$ cat src/rtl/keymgr_aes_sideload_slot.sv
// Sideload key slot for the AES core. It holds one two-share masked key,
// wipes the shares with entropy on clear, and refuses an abnormal run of
// identical key loads by raising a sticky alert.
module keymgr_aes_sideload_slot #(
    parameter int unsigned KeyWidth     = 128,
    parameter int unsigned ClearCycles  = 4,
    parameter int unsigned RepeatThresh = 16
) (
    input  logic                clk_i,
    input  logic                rst_ni,
    input  logic                load_i,
    input  logic [KeyWidth-1:0] key_share0_i,
    input  logic [KeyWidth-1:0] key_share1_i,
    input  logic                clear_i,
    output logic                entropy_req_o,
    input  logic                entropy_ack_i,
    input  logic [KeyWidth-1:0] entropy_i,
    output logic                key_valid_o,
    output logic [KeyWidth-1:0] key_share0_o,
    output logic [KeyWidth-1:0] key_share1_o,
    output logic                busy_o,
    output logic                ack_o,
    output logic                repeat_alert_o
);

    localparam int unsigned CntW  = $clog2(RepeatThresh + 1);
    localparam int unsigned WipeW = $clog2(ClearCycles + 1);
    localparam logic [CntW-1:0] CntMax = {CntW{1'b1}};

    typedef enum logic [1:0] {
        ST_IDLE,
        ST_VALID,
        ST_RELOAD,
        ST_WIPE
    } state_e;

    state_e              state_q, state_d;
    logic [KeyWidth-1:0] share0_q, share0_d;
    logic [KeyWidth-1:0] share1_q, share1_d;
    logic [KeyWidth-1:0] last_key_q, last_key_d;
    logic [CntW-1:0]     rep_cnt_q, rep_cnt_d;
    logic [WipeW-1:0]    wipe_cnt_q, wipe_cnt_d;
    logic                alert_d;
    logic                ack_d;

    logic [KeyWidth-1:0] unmasked;
    logic [CntW-1:0]     rep_cnt_next;
    logic                load_ok;

    // Repeat-monitor candidate count for the key presented this cycle.
    always_comb begin
        unmasked     = key_share0_i ^ key_share1_i;
        rep_cnt_next = CntW'(1);
        if (unmasked == last_key_q) begin
            rep_cnt_next = (rep_cnt_q == CntMax) ? rep_cnt_q : rep_cnt_q + CntW'(1);
        end
        load_ok = load_i && !repeat_alert_o && !clear_i &&
                  ((state_q == ST_IDLE) || (state_q == ST_VALID));
    end

    // Next-state, share update and completion pulse.
    always_comb begin
        state_d    = state_q;
        share0_d   = share0_q;
        share1_d   = share1_q;
        last_key_d = last_key_q;
        rep_cnt_d  = rep_cnt_q;
        wipe_cnt_d = wipe_cnt_q;
        alert_d    = repeat_alert_o;
        ack_d      = 1'b0;
        unique case (state_q)
            ST_IDLE, ST_VALID: begin
                if (clear_i) begin
                    state_d    = ST_WIPE;
                    wipe_cnt_d = '0;
                end else if (load_ok) begin
                    last_key_d = unmasked;
                    rep_cnt_d  = rep_cnt_next;
                    if (rep_cnt_next == CntW'(RepeatThresh)) begin
                        // Refused load: never reaches the shares, slot is wiped.
                        alert_d    = 1'b1;
                        state_d    = ST_WIPE;
                        wipe_cnt_d = '0;
                    end else begin
                        share0_d = key_share0_i;
                        share1_d = key_share1_i;
                        if (state_q == ST_IDLE) begin
                            state_d = ST_VALID;
                            ack_d   = 1'b1;
                        end else begin
                            state_d = ST_RELOAD;
                        end
                    end
                end
            end
            ST_RELOAD: begin
                if (clear_i) begin
                    state_d    = ST_WIPE;
                    wipe_cnt_d = '0;
                end else begin
                    state_d = ST_VALID;
                    ack_d   = 1'b1;
                end
            end
            ST_WIPE: begin
                if (entropy_ack_i) begin
                    share0_d = entropy_i;
                    share1_d = {entropy_i[KeyWidth-2:0], entropy_i[KeyWidth-1]};
                    if (wipe_cnt_q == WipeW'(ClearCycles - 1)) begin
                        state_d    = ST_IDLE;
                        wipe_cnt_d = '0;
                        ack_d      = 1'b1;
                    end else begin
                        wipe_cnt_d = wipe_cnt_q + WipeW'(1);
                    end
                end
            end
            default: state_d = ST_IDLE;
        endcase
    end

    // State and internal registers.
    always_ff @(posedge clk_i or negedge rst_ni) begin
        if (!rst_ni) begin
            state_q        <= ST_IDLE;
            share0_q       <= '0;
            share1_q       <= '0;
            last_key_q     <= '0;
            rep_cnt_q      <= '0;
            wipe_cnt_q     <= '0;
            repeat_alert_o <= 1'b0;
        end else begin
            state_q        <= state_d;
            share0_q       <= share0_d;
            share1_q       <= share1_d;
            last_key_q     <= last_key_d;
            rep_cnt_q      <= rep_cnt_d;
            wipe_cnt_q     <= wipe_cnt_d;
            repeat_alert_o <= alert_d;
        end
    end

    // Registered outputs; shares are gated to zero unless the key is valid.
    always_ff @(posedge clk_i or negedge rst_ni) begin
        if (!rst_ni) begin
            key_valid_o   <= 1'b0;
            key_share0_o  <= '0;
            key_share1_o  <= '0;
            busy_o        <= 1'b0;
            entropy_req_o <= 1'b0;
            ack_o         <= 1'b0;
        end else begin
            key_valid_o   <= (state_d == ST_VALID);
            key_share0_o  <= (state_d == ST_VALID) ? share0_d : '0;
            key_share1_o  <= (state_d == ST_VALID) ? share1_d : '0;
            busy_o        <= (state_d == ST_RELOAD) || (state_d == ST_WIPE);
            entropy_req_o <= (state_d == ST_WIPE);
            ack_o         <= ack_d;
        end
    end

endmodule

$ cat config.mk
export PLATFORM = sky130hd
export DESIGN_NAME = keymgr_aes_sideload_slot
export DESIGN_NICKNAME = d
export VERILOG_FILES = /design/src/rtl/keymgr_aes_sideload_slot.sv
export SDC_FILE = /design/constraint.sdc
export NUM_CORES = 1
export LEC_CHECK = 0
export BUFFER_PORTS_ARGS = -buffer_cell sky130_fd_sc_hd__buf_2
export CORE_ASPECT_RATIO = 1.2
export CORE_MARGIN = 3
export CORE_UTILIZATION = 35
export CTS_BUF_LIST = sky130_fd_sc_hd__clkbuf_8
export DETAILED_ROUTE_END_ITERATION = 6
export PLACE_DENSITY_LB_ADDON = 0.3
export REMOVE_ABC_BUFFERS = 1
export SLEW_MARGIN = 20
export SYNTH_ARGS = -nofsm -noshare
export SYNTH_HDL_FRONTEND = slang
export SYNTH_SLANG_ARGS = --single-unit
$ cat constraint.sdc
create_clock -name clk_i -period 3.8 [get_ports clk_i]
set_input_delay 0.57 -clock clk_i [delete_from_list [all_inputs] [get_ports clk_i]]
set_output_delay 0.57 -clock clk_i [all_outputs]
set_load 0.1 [all_outputs]
Word level (Yosys, flattened, before mapping)
Cells that the tools add are included.

$add $sub $neg: 2. Eq/ne operators: 14. Muxes and demuxes: 37. Bitwise gates (word level): 2. Reductions and logical operators: 12.

Operators by type and width (number): 128-bit 2-to-1 mux (10); 128-bit one-hot mux with 2 select lines (2); 128-bit == test (1); 128-bit XOR (1); 3-bit 2-to-1 mux (6); 2-bit 2-to-1 mux (7); 5-bit == test (second input constant) (2); 5-bit 2-to-1 mux (2); 3-bit one-hot mux with 3 select lines (1); 2-bit == test (second input constant) (4); 4-bit AND reduction (2); 1-bit 2-to-1 mux (7); 3-bit inequality test (second input constant) (2); 2-bit one-hot mux with 3 select lines (1); 5-bit by 1-bit adder with 5-bit output (second input constant) (1); 2-bit by 1-bit == test with 1-bit output (second input constant) (2); 2-bit inequality test (second input constant) (2); 3-bit by 1-bit adder with 3-bit output (second input constant) (1); 3-bit by 2-bit == test with 1-bit output (second input constant) (1); 1-bit logical AND (3); 1-bit one-hot mux with 3 select lines (1); 3-bit AND reduction (1); 1-bit logical NOT (2); 2-bit logical NOT (1); other kinds (3) (4).

Register bits: 655. Bits of input ports: 389. Output and inout port bits: 261. Logic and storage cells: 80.

Logic depth before layout (Yosys ltp)
Gate-level depths: netlist of run 1.

Word-level depth: 10. Depth in mapped cells: 11. Mapped depth without buffers: 8.

Worst setup path before layout of run 1
OpenSTA, ideal clock, no wires.

Kind: input-to-reg. Start point: in key_share1_i[123]. End point: reg key_share1_o[100]. Library setup time: 0.132 ns. Data arrival time: 2.601 ns. Data required time: 3.668 ns. Slack: 1.067 ns. Cell stages on the path: 9. Path buffers: 2. Cell sequence: xnor3_1 -> nand4_1 -> nor4_1 -> and4_1 -> a31oi_1 -> o311ai_2 -> clkbuf_1 -> clkbuf_1 -> nor2b_1.

Longest elaborated chain between the ends: 10. Elaborated cells on any way between the ends: 14. Classes of those cells: eq/ne (3); mux (10); bitwise (1).

Ends and longest elaborated chain: start: declaration (RTL line 13) `input logic [KeyWidth-1:0] key_share1_i,`; 128-bit XOR (*) (RTL line 52) `unmasked = key_share0_i ^ key_share1_i;`; 128-bit == test (*) (RTL line 54) `if (unmasked == last_key_q) begin`; 5-bit 2-to-1 mux (*) (RTL line 54); 5-bit == test (*) (RTL line 79) `if (rep_cnt_next == CntW'(RepeatThresh)) begin`; 2-bit 2-to-1 mux (RTL line 79); 2-bit 2-to-1 mux (RTL line 76) `end else if (load_ok) begin`; 2-bit 2-to-1 mux (RTL line 73) `if (clear_i) begin`; 2-bit one-hot mux with 3 select lines (RTL line 71) `unique case (state_q)`; 2-bit by 1-bit == test with 1-bit output (RTL line 155) `key_share1_o <= (state_d == ST_VALID) ? share1_d : '0;`; 128-bit 2-to-1 mux (*) (RTL line 155); end signal: assignment (RTL line 155); end: declaration (RTL line 20) `output logic [KeyWidth-1:0] key_share1_o,`.

Mark *: on every way between the ends. The rest lies on a longest branch, timed or not. A chain may end at the register's enable or synchronous reset.

Worst setup path in the final report of run 1
Start point: reg last_key_q[14]. End point: reg busy_o.

Longest elaborated chain between the ends: 9. Elaborated cells on any way between the ends: 10. Classes of those cells: eq/ne (4); mux (5); reduce/logical (1).

Ends and longest elaborated chain: start: declaration (RTL line 40) `logic [KeyWidth-1:0] last_key_q, last_key_d;`; start signal: assignment (RTL line 136) `last_key_q <= last_key_d;`; 128-bit == test (*) (RTL line 54); 5-bit 2-to-1 mux (*) (RTL line 54); 5-bit == test (*) (RTL line 79); 2-bit 2-to-1 mux (*) (RTL line 79); 2-bit 2-to-1 mux (*) (RTL line 76); 2-bit 2-to-1 mux (*) (RTL line 73); 2-bit one-hot mux with 3 select lines (*) (RTL line 71); 2-bit == test (RTL line 156) `busy_o <= (state_d == ST_RELOAD) || (state_d == ST_WIPE);`; 1-bit logical OR (*) (RTL line 156); end signal: assignment (RTL line 156); end: declaration (RTL line 21) `output logic busy_o,`.

Marks and branches as above.

==> impl_metrics.csv, run 1 <==
group,metric,value,unit
status,status,"finished, final reports clean",
global_routing,grt_pass1_vias,23700,
clock_network,cts-buffers-inserted,113,
floorplan,die_y,325,um
floorplan,start_util,0.354,
global_routing,antenna_found_initial,39,
floorplan,dieArea,88200,um2
cells_and_area,area_delta_synth_final,26.4,%
critical_path,crit_fanout,3,
synthesis,synthDistinctLibCells,40,
critical_path,critPathSlowestCell,"nor4_1",
pwr,ir_drop,0.000341,V
worst_hold_path,hold_path.class,"primary input to register",
clock_network,cts_setup_buffers,0,
cells_and_area,finalNetCount,3377,
clock_network,cts_tree,"done",
synthesis,syn_avg_cell_area,13.0,um2
clock_network,clock-sinks,655,
routing,viasPerCell,5.43,
timing,finalSetupViolCount,0,
timing,tns,0,ps
clock_network,cts_root_buf,"clkbuf_8",
routing,drc,0,
global_routing,grt_use_total,0.236,
timing,fin_crit,3480,ps
cells_and_area,drive_gt1_frac,0.310,
critical_path,slowest_delay,620,ps
timing,post-route-period-util,0.916,
routing,route.met2.wl,52100,um
critical_path,cp.required,4380,ps
pwr,powerDensity,762,nW/um2
floorplan,rows,116,
clock_network,clk_path_buf_depth,3,
critical_path,worstPathArrival,4060,ps
timing,worstMarginPinSlew,961,ps
placed_design,gp_congestion,0.882,
pwr,leakagePower,18.9,nW
floorplan,core,83600,um2
timing,skew,58.8,ps
synthesis,yosys_register_bits,655,
routing,routedWlPerCell,25.3,um
timing,timing.fmax,287,MHz
critical_path,path_class,"register to register",
synthesis,synth_cells,2273,
critical_path,worst_setup_path_end_kind,"register",
critical_path,cp-start-kind,"register",
routing,wl_met1,42200,um
routing,routed-wl-met3,7490,um
synthesis,yosysTopAreaCell,"dfrtp_1",
clock_network,hold_buffers,1,
pwr,total_power,28.5,mW
synthesis,ys_warn_count,0,
routing,antenna_left,0,
clock_network,worstSkewPairLatency,760,ps
routing,dr.max_layer_used,"met5",
clock_network,cts.reportedPaths.clkPinSlew,60,ps
routing,postRouteWirelength,107000,um
timing,hold_viol_final,0,
timing,slew_violations,0,
routing,drtPass1Iterations,5,
placed_design,place_hpwl,77200,um
floorplan,die_w,272,um
routing,drt_iter0_drc,2051,
global_routing,grt.overflow.total,0,
critical_path,path_cells,"xnor3_1 > nand4_1 > nor4_1 > buf_4 > nand4_1 > buf_4 > nor3_1 > nand2b_1 > a221oi_1",
run,cap_violations,0,
global_routing,grt_pass1_wl,157000,um
synthesis,synth_top_area_share,0.553,
routing,vias,22900,
synthesis,synth.area.top_cells,"dfrtp_1 (55%), xnor3_1 (9.7%), a221o_1 (8.4%)",
placed_design,port_buffers,649,
global_routing,grt_max_degree,145,
floorplan,ios,650,
timing,max_slew_margin,0.359,
clock_network,cts_resized,0,
clock_network,htreeDepth,3,
synthesis,syn_area,29600,um2
timing,rsz0062_at_grt,"no",
synthesis,ys_seq_area_frac,0.553,
timing,setup_ws,318,ps
placed_design,pre_cts_ws,-236,ps
[power breakdown]
group | switching (mW) | internal (mW)
Combinational | 6.70 | 4.29
Sequential | 1.43 | 9.37
Clock | 3.06 | 3.70
[sequential cells by signal, indices dropped and copies added, names as in the netlist, 2 cells and up]
signal        count
state_q           2
last_key_q      128
rep_cnt_q         5
wipe_cnt_q        3
share0_q        128
key_share1_o    128
share1_q        128
key_share0_o    128
[through the flow]
step                instance area, um2  std cells  utilization  hold slack (ps)
floorplan                        28900       2098            -              274
global placement                 35000       3991        0.418              463
detailed placement               35000       3991        0.418              471
CTS                              37400       4193        0.447             43.7
global route                     37400       4217        0.448             74.8
finish                           37400       4224        0.448              128
[cells in the mapped netlist]
cell type,n
a21boi_1,1
nand2_1,134
inv_1,7
a22o_1,252
and3_1,2
a221o_1,249
o311ai_2,1
and3b_1,1
a31o_2,1
xnor3_1,128
nor3_1,9
ha_1,2
nor2b_1,250
a41oi_1,1
dfrtp_1,655
o41ai_1,7
mux2_2,7
nand4_1,35
nor4_1,8
o22ai_1,1
clkbuf_1,138
a32o_1,1
a31oi_1,6
xnor2_1,128
a21oi_1,11
buf_4,24
nor3_2,1
buf_2,12
and4_1,2
a221oi_1,3
buf_1,1
o21ai_1,1
nand2b_1,5
o21ai_0,142
a211oi_1,8
a2111oi_2,1
nand3_1,5
a21o_1,1
o21a_1,1
nor2_1,31
[worst paths after layout]
kind / end / slack [ps] / start / cells after the start
worst max-delay path: busy_o / 320 / last_key_q[14] / 9
worst min-delay path: share1_q[42] / 130 / key_share1_i[42] / 2
worst max register to register: busy_o / 320 / last_key_q[14] / 9
worst min register to register: wipe_cnt_q[2] / 480 / wipe_cnt_q[2] / 1
max in group asynchronous: key_share0_o[55] / 2270 / rst_ni / 3
min in group asynchronous: key_share0_o[64] / 380 / rst_ni / 2
[per-layer routing]
layer  vias to the layer above  global-route usage
met3                       239              0.0508
met1                     11600               0.295
met5                         -                   0
met2                      1072               0.386
met4                        14               0.120
li1                       9981                   -
[worst max-delay path: cells and delay by family, from the launching register on]
kind	cells	cell delay (ps)
AOI/OAI and AO/OA	1	550
xor gates and xnor gates	1	370
DFF	1	380
and+or+nand+nor	5	1530
buffers and inverters	2	490
[placed cells by master, fill, tap and decap left out, drive strengths merged, types with 31 or more instances in the layout]
cell type and n:
dfrtp 655, o21ai 143, nor2 31, a221o 249, xnor2 128, nand4 35
a22o 252, inv 45, clkbuf 142, buf 772, nand2 134, nor2b 250
xnor3 128, diode 31
[logic make-up (layout without fill, tap and decap cells)]
group                      count (synthesis)  count (layout)  synth area share
muxes                                      7               7           0.00266
adders and majority gates                  2               2          0.000844
buffers and inverters                    182             981            0.0266
AOI/OAI and AO/OA                        688             688             0.194
other                                      0              31                 0
DFF                                      655             655             0.553
and+or+nand+nor                          483             483            0.0878
xor gates and xnor gates                 256             256             0.135
[final cells by class]
type,instances,area (um2)
Fill cell,7731,46200
Sequential cell,655,16400
Multi-Input combinational cell,1436,12500
Timing Repair Buffer,773,4670
Clock buffer,142,1950
Tap cell,1121,1400
Clock inverter,59,419
Antenna cell,31,77.6
Inverter,7,26.3
Note: power is estimated with default switching activity, not from simulation.
==> inputs of run 2 (changes only) <==
==> constraint.sdc (replaced) <==
create_clock -name clk_i -period 3.9 [get_ports clk_i]
set_input_delay 0.585 -clock clk_i [delete_from_list [all_inputs] [get_ports clk_i]]
set_output_delay 0.585 -clock clk_i [all_outputs]
set_load 0.1 [all_outputs]
==> impl_metrics.csv, run 2 (synthesis gave the netlist of run 1 again) <==
group,metric,value,unit
pwr,power.clock.fraction,0.241,
routing,vias,22900,
critical_path,worst_r2r_endpoint,"key_share0_o[96]",
pwr,ir_drop,0.000384,V
cells_and_area,finalNetCount,3371,
worst_hold_path,hold_path.class,"primary input to register",
critical_path,slowest_delay,420,ps
pwr,p_int,17.1,mW
timing,fin_crit,3180,ps
clock_network,cts-buffers-inserted,109,
floorplan,rows,116,
routing,drc,3,
worst_hold_path,hold_path_end,"share0_q[13]",
pwr,powerDensity,745,nW/um2
routing,antenna_left,0,
global_routing,grt_use_total,0.237,
timing,timing.fmax,314,MHz
clock_network,cts_root_buf,"clkbuf_8",
critical_path,crit_fanout,28,
critical_path,r2r-start,"rep_cnt_q[0]",
clock_network,clk_path_buf_depth,3,
global_routing,grt_pass1_wl,158000,um
cells_and_area,post-route-util,0.449,
timing,finalSetupViolCount,0,
floorplan,core,83600,um2
global_routing,antenna_found_initial,36,
routing,postRouteWirelength,107000,um
critical_path,worstPathArrival,3830,ps
timing,max_slew_margin,0.386,
cells_and_area,drive_gt1_frac,0.312,
critical_path,path_class,"register to register",
timing,post-route-period-util,0.815,
pwr,leakagePower,18.9,nW
routing,viasPerCell,5.44,
run,cap_violations,0,
critical_path,worst_setup_path_end_kind,"register",
timing,skew,48.7,ps
pwr,switching_power,10.9,mW
placed_design,gp_congestion,0.877,
global_routing,grt_pass1_vias,23500,
critical_path,rrSetupSlack,720,ps
routing,route.met2.wl,52500,um
critical_path,cp-start-kind,"register",
critical_path,path_cells,"ha_1 > a21boi_1 > a41oi_1 > a2111oi_2 > buf_4 > nand2b_1 > nor3_4 > buf_12 > buf_12 > a221o_1 > nor2b_1",
critical_path,critPathSlowestCell,"dfrtp_1",
global_routing,grt.overflow.total,0,
clock_network,cts_tree,"done",
worst_hold_path,min-delay-start,"key_share0_i[13]",
clock_network,cts_resized,0,
routing,drtPass1Iterations,7,
worst_hold_path,min_path_cells,2,
timing,slew_violations,0,
global_routing,grt_max_degree,143,
routing,wl_met1,42400,um
cells_and_area,multi_input_area,12500,um2
cells_and_area,final_common_cell,"dfrtp_1",
pwr,comb_power_share,0.384,
timing,hold_viol_final,0,
placed_design,place_hpwl,77600,um
routing,drt_iter0_drc,2008,
floorplan,ios,650,
clock_network,cts_setup_buffers,0,
pwr,p_sw_frac,0.389,
routing,routedWlPerCell,25.4,um
placed_design,port_buffers,649,
critical_path,cp_num_buf_inv,3,
cells_and_area,n_fill_cell,7790,
routing,dr.max_layer_used,"met5",
clock_network,htreeDepth,3,
cells_and_area,area_delta_synth_final,26.6,%
floorplan,start_util,0.354,
pwr,pwr-share-seq,0.376,
cells_and_area,layout_common_cells,"dfrtp_1 (655), buf_2 (648), a22o_1 (252), nor2b_1 (250), a221o_1 (249)",
floorplan,dieArea,88200,um2
critical_path,ff2ff_path_depth,11,
clock_network,clock-sinks,655,
timing,hold_slack,150,ps
status,status,"finished, violations left",
timing,worstMarginPinSlew,920,ps
clock_network,cts.reportedPaths.clkPinSlew,60,ps
timing,rsz0062_at_grt,"no",
floorplan,die_y,325,um
floorplan,die_w,272,um
cells_and_area,ff_latch_area,16400,um2
critical_path,cp.required,4550,ps
status,violations,"DRC",
critical_path,crit_path_frequent_cell,"buf_12",
critical_path,critPathTopFamily,"compound AO/OA/AOI/OAI gates",
clock_network,worstSkewPairLatency,760,ps
routing,routed-wl-met3,7530,um
## run 2: changes by cell type in the layout (fill, tap and decap cells not counted)
| cell | previous run | this run |
|---|---|---|
| buf_12 | 38 | 41 |
| buf_4 | 85 | 80 |
| bufinv_16 | 5 | 7 |
| clkbuf_8 | 142 | 144 |
| clkinv_2 | 11 | 13 |
| clkinv_8 | 1 | 0 |
| clkinvlp_4 | 4 | 2 |
| diode_2 | 31 | 32 |
| inv_1 | 42 | 32 |
| inv_6 | 1 | 2 |
## run 2: layout make-up
class | instances | area share
sequential | 655 | 0.437
multi-input combinational | 1436 | 0.333
timing repair buffer | 771 | 0.125
clock buffer | 144 | 0.0528
tap | 1121 | 0.0374
clock inverter | 51 | 0.0114
antenna | 32 | 0.00214
inverter | 7 | 0.000701
## run 2: timing repair
action	CTS	global route
hold endpoints to repair	68	0
setup endpoints to repair	0	0
hold buffers	1	0
## run 2: worst register-to-register path, stage by stage, from the launching register on
cell	delay, ps
dfrtp_1	420
ha_1	280
a21boi_1	170
a41oi_1	190
a2111oi_2	370
buf_4	210
nand2b_1	260
nor3_4	260
buf_12	290
buf_12	250
a221o_1	210
nor2b_1	170
## run 2: worst max path at each step
stage                            from               end  slack, ps  cells after the start
floorplan                  state_q[1]   key_share0_o[0]     -13810                      5
global placement    key_share1_i[111]  key_share0_o[96]        170                     11
detailed placement  key_share1_i[111]  key_share0_o[96]        110                     11
CTS                   last_key_q[111]  key_share0_o[96]        580                     10
global route             rep_cnt_q[0]  key_share0_o[96]        480                     11
finish                   rep_cnt_q[0]  key_share0_o[96]        720                     11
## run 2: metrics by stage
stage | setup WS (ps) | total power [mW] | std cells | area, um2 | TNS [ps]
2_1_floorplan | -13810 | 18.3 | 2098 | 28900 | -7019320
3_3_place_gp | 174 | 20.9 | 3989 | 35000 | 0
3_5_place_dp | 105 | 21.2 | 3989 | 35000 | 0
4_1_cts | 585 | 28.1 | 4185 | 37400 | 0
5_1_grt | 478 | 29.4 | 4213 | 37500 | 0
6_report | 720 | 28.0 | 4217 | 37500 | 0
## run 2: power groups by stage
stage	Sequential (mW)	Clock (mW)	Combinational, mW
after floorplan	12.7	0	5.59
after global placement	10.4	0	10.5
after detailed placement	10.5	0	10.7
after CTS	10.5	6.92	10.8
after global routing	10.7	7.23	11.5
final	10.5	6.73	10.7
## run 2: metal layers
metal	vias to the layer above	track usage
met1	11700	0.298
met5	-	0
met3	236	0.0548
met4	12	0.121
li1	9974	-
met2	1013	0.385
==> inputs of run 3 (changes only) <==
--- a/config.mk
+++ b/config.mk
@@ -5,6 +5,7 @@
 export SDC_FILE = /design/constraint.sdc
 export NUM_CORES = 1
 export LEC_CHECK = 0
+export ABC_AREA = 1
 export BUFFER_PORTS_ARGS = -buffer_cell sky130_fd_sc_hd__buf_2
 export CORE_ASPECT_RATIO = 1.2
 export CORE_MARGIN = 3
==> constraint.sdc (replaced) <==
create_clock -name clk_i -period 2.9 [get_ports clk_i]
set_input_delay 0.435 -clock clk_i [delete_from_list [all_inputs] [get_ports clk_i]]
set_output_delay 0.435 -clock clk_i [all_outputs]
set_load 0.1 [all_outputs]
==> impl_metrics.csv, run 3 <==
group,metric,value,unit
critical_path,worst_r2r_endpoint,"key_share1_o[119]",
timing,finalSetupViolCount,2,
floorplan,dieArea,102000,um2
critical_path,worstPathArrival,3570,ps
synthesis,synth-edff-count,0,
critical_path,ff2ff_path_depth,19,
clock_network,cts_tree,"done",
clock_network,cts.reportedPaths.clkPinSlew,60,ps
routing,drt_iter0_drc,2537,
timing,hold_viol_final,0,
floorplan,ios,650,
routing,antenna_left,0,
worst_hold_path,min_path_cells,5,
global_routing,grt_max_degree,137,
routing,routedWlPerCell,17.9,um
placed_design,port_buffers,649,
floorplan,die_w,292,um
pwr,switching_power,19.6,mW
timing,skew,28.4,ps
cells_and_area,final_cell_area,46000,um2
synthesis,yosysMostFrequentCell,"nand2_1",
worst_hold_path,min-delay-start,"key_share0_i[20]",
run,cap_violations,0,
global_routing,grt_pass1_wl,190000,um
global_routing,antenna_found_initial,29,
timing,worstMarginPinSlew,942,ps
floorplan,die_y,349,um
critical_path,crit_fanout,10,
pwr,ir_drop,0.000932,V
critical_path,worst_setup_path_end_kind,"register",
floorplan,core,97100,um2
synthesis,async_flop_share,1.00,
cells_and_area,area_delta_synth_final,33.7,%
synthesis,ys_seq_area_frac,0.477,
pwr,p_sw_frac,0.474,
timing,post-route-period-util,1.00,
critical_path,path_class,"primary input to register",
routing,vias,34600,
clock_network,htreeDepth,3,
critical_path,rrSetupSlack,30,ps
pwr,leakagePower,26.6,nW
global_routing,grt_use_total,0.242,
synthesis,yosysTopAreaCell,"dfrtp_1",
pwr,pwr-share-seq,0.313,
clock_network,clk_path_buf_depth,3,
timing,setup_ws,-6.70,ps
synthesis,ys_warn_count,0,
cells_and_area,layout_common_cells,"nand2_1 (1420), inv_1 (949), dfrtp_1 (655), buf_2 (643), nor2_1 (538)",
pwr,comb_power_share,0.466,
floorplan,start_util,0.354,
timing,fin_crit,2910,ps
clock_network,cts_root_buf,"clkbuf_8",
routing,postRouteWirelength,131000,um
status,violations,"DRC, setup timing",
pwr,power.clock.fraction,0.221,
pwr,p_int,21.8,mW
routing,drc,2,
timing,rsz0062_at_grt,"yes",
status,status,"finished, violations left",
timing,slew_violations,0,
placed_design,dp.cells,6927,
timing,max_slew_margin,0.372,
synthesis,syn_avg_cell_area,6.89,um2
synthesis,synth_common_cells,"nand2_1 (1441), inv_1 (926), nor2_1 (669)",
critical_path,crit_path_start,"key_share1_i[1]",
placed_design,placed_area,40700,um2
placed_design,gp_congestion,0.877,
worst_hold_path,hold_path_end,"last_key_q[20]",
clock_network,worstSkewPairLatency,750,ps
synthesis,yosys_register_bits,655,
routing,viasPerCell,4.73,
clock_network,cts-buffers-inserted,115,
synthesis,synthDistinctLibCells,32,
synthesis,syn_area,34400,um2
timing,timing.fmax,344,MHz
pwr,powerDensity,900,nW/um2
cells_and_area,finalNetCount,6328,
critical_path,cp.required,3570,ps
synthesis,synth_top_area_share,0.477,
routing,drtPass1Iterations,7,
cells_and_area,final_cells,7311,
cells_and_area,drive_gt1_frac,0.219,
synthesis,synth.area.top_cells,"dfrtp_1 (48%), nand2_1 (16%), inv_1 (10%)",
clock_network,clock-sinks,655,
placed_design,place_hpwl,90000,um
floorplan,rows,125,
global_routing,grt_pass1_vias,33300,
worst_hold_path,hold_path.class,"primary input to register",
critical_path,cp-start-kind,"primary input",
critical_path,r2r-start,"last_key_q[104]",
synthesis,synth_ff_type,"dfrtp_1",
synthesis,synth_cells,4988,
cells_and_area,n_fill_cell,9663,
global_routing,grt.overflow.total,0,
cells_and_area,final_common_cell,"nand2_1",
[run 3: worst max path at each step]
stage | end | slack (ps) | cells past startpoint
2_1_floorplan | key_share0_o[112] | -13880 | 11
3_3_place_gp | key_share1_o[36] | -1040 | 21
3_5_place_dp | key_share0_o[25] | -1080 | 20
4_1_cts | key_share0_o[114] | 10 | 17
5_1_grt | key_share1_o[119] | -140 | 20
6_report | key_share1_o[119] | -7 | 24
[run 3: timing repair]
action                                  4_1_cts  5_1_grt
resized for setup                            16      229
endpoints found under the setup margin      524      488
gates cloned                                  0       24
hold buffers                                140        0
pin swaps                                     2       29
setup buffers                                 0        6
hold endpoints to repair                    372        0
[run 3: cell type report]
type / count / area [um2] / share of cell area
flip-flops and latches: 655 / 16400 / 0.356
multi-input cells: 3165 / 14200 / 0.308
repair buffers: 1064 / 7810 / 0.170
inverters: 936 / 3540 / 0.0769
clock buffers: 146 / 2010 / 0.0437
well taps: 1270 / 1590 / 0.0346
clock inverters: 55 / 443 / 0.00963
diodes: 20 / 50.0 / 0.00109
[run 3: kinds of logic after synthesis]
group           count (synthesis)  synth area share
xor+xnor                        4           0.00102
fa+ha+maj                       2          0.000728
compound gates                509            0.0766
simple gates                 2650             0.312
buf+inv                      1168             0.133
flops                         655             0.477
[run 3: critical path: stages]
cell and delay [ps]:
dlygate4sd3_1 550, buf_2 130, inv_1 60, nand2_1 60
nand2_1 80, nand2_1 50, nand2_1 50, nand2_1 80
nor2_1 130, buf_4 170, nand2_1 100, nor2_2 160
nand2_4 80, nor2_4 120, nand4_4 140, buf_12 200
nand3_2 50, nand2_1 60, nand2_2 90, nand3_4 90
buf_12 170, buf_12 170, clkbuf_16 180, nor2_1 100
[run 3: through the flow]
step	TNS [ps]	total power [mW]	worst slack, ps	util	hold slack [ps]
detailed placement	-494050	30.7	-1080	0.419	354
global route	-16080	43.9	-139	0.473	50.9
CTS	0	40.2	14.7	0.459	0.504
finish	-6.92	41.4	-6.70	0.473	72.2
global placement	-484490	30.5	-1040	0.419	353
floorplan	-7547670	26.0	-13880	-	139
[run 3: layer usage]
| metal | GRT usage | routed length [um] | part of all wire |
|---|---|---|---|
| met1 | 0.302 | 54500 | 0.42 |
| met2 | 0.403 | 61600 | 0.47 |
| met3 | 0.0446 | 8440 | 0.064 |
| met4 | 0.118 | 6360 | 0.049 |
| met5 | 0 | 110 | 0.00084 |
[run 3: power by group through the flow]
stage | Clock [mW] | Combinational (mW) | Sequential (mW)
after CTS | 9.39 | 17.9 | 12.9
after global routing | 9.78 | 20.9 | 13.2
after detailed placement | 0 | 17.7 | 13.1
final | 9.16 | 19.3 | 13.0
after floorplan | 0 | 7.41 | 18.6
after global placement | 0 | 17.5 | 13.0
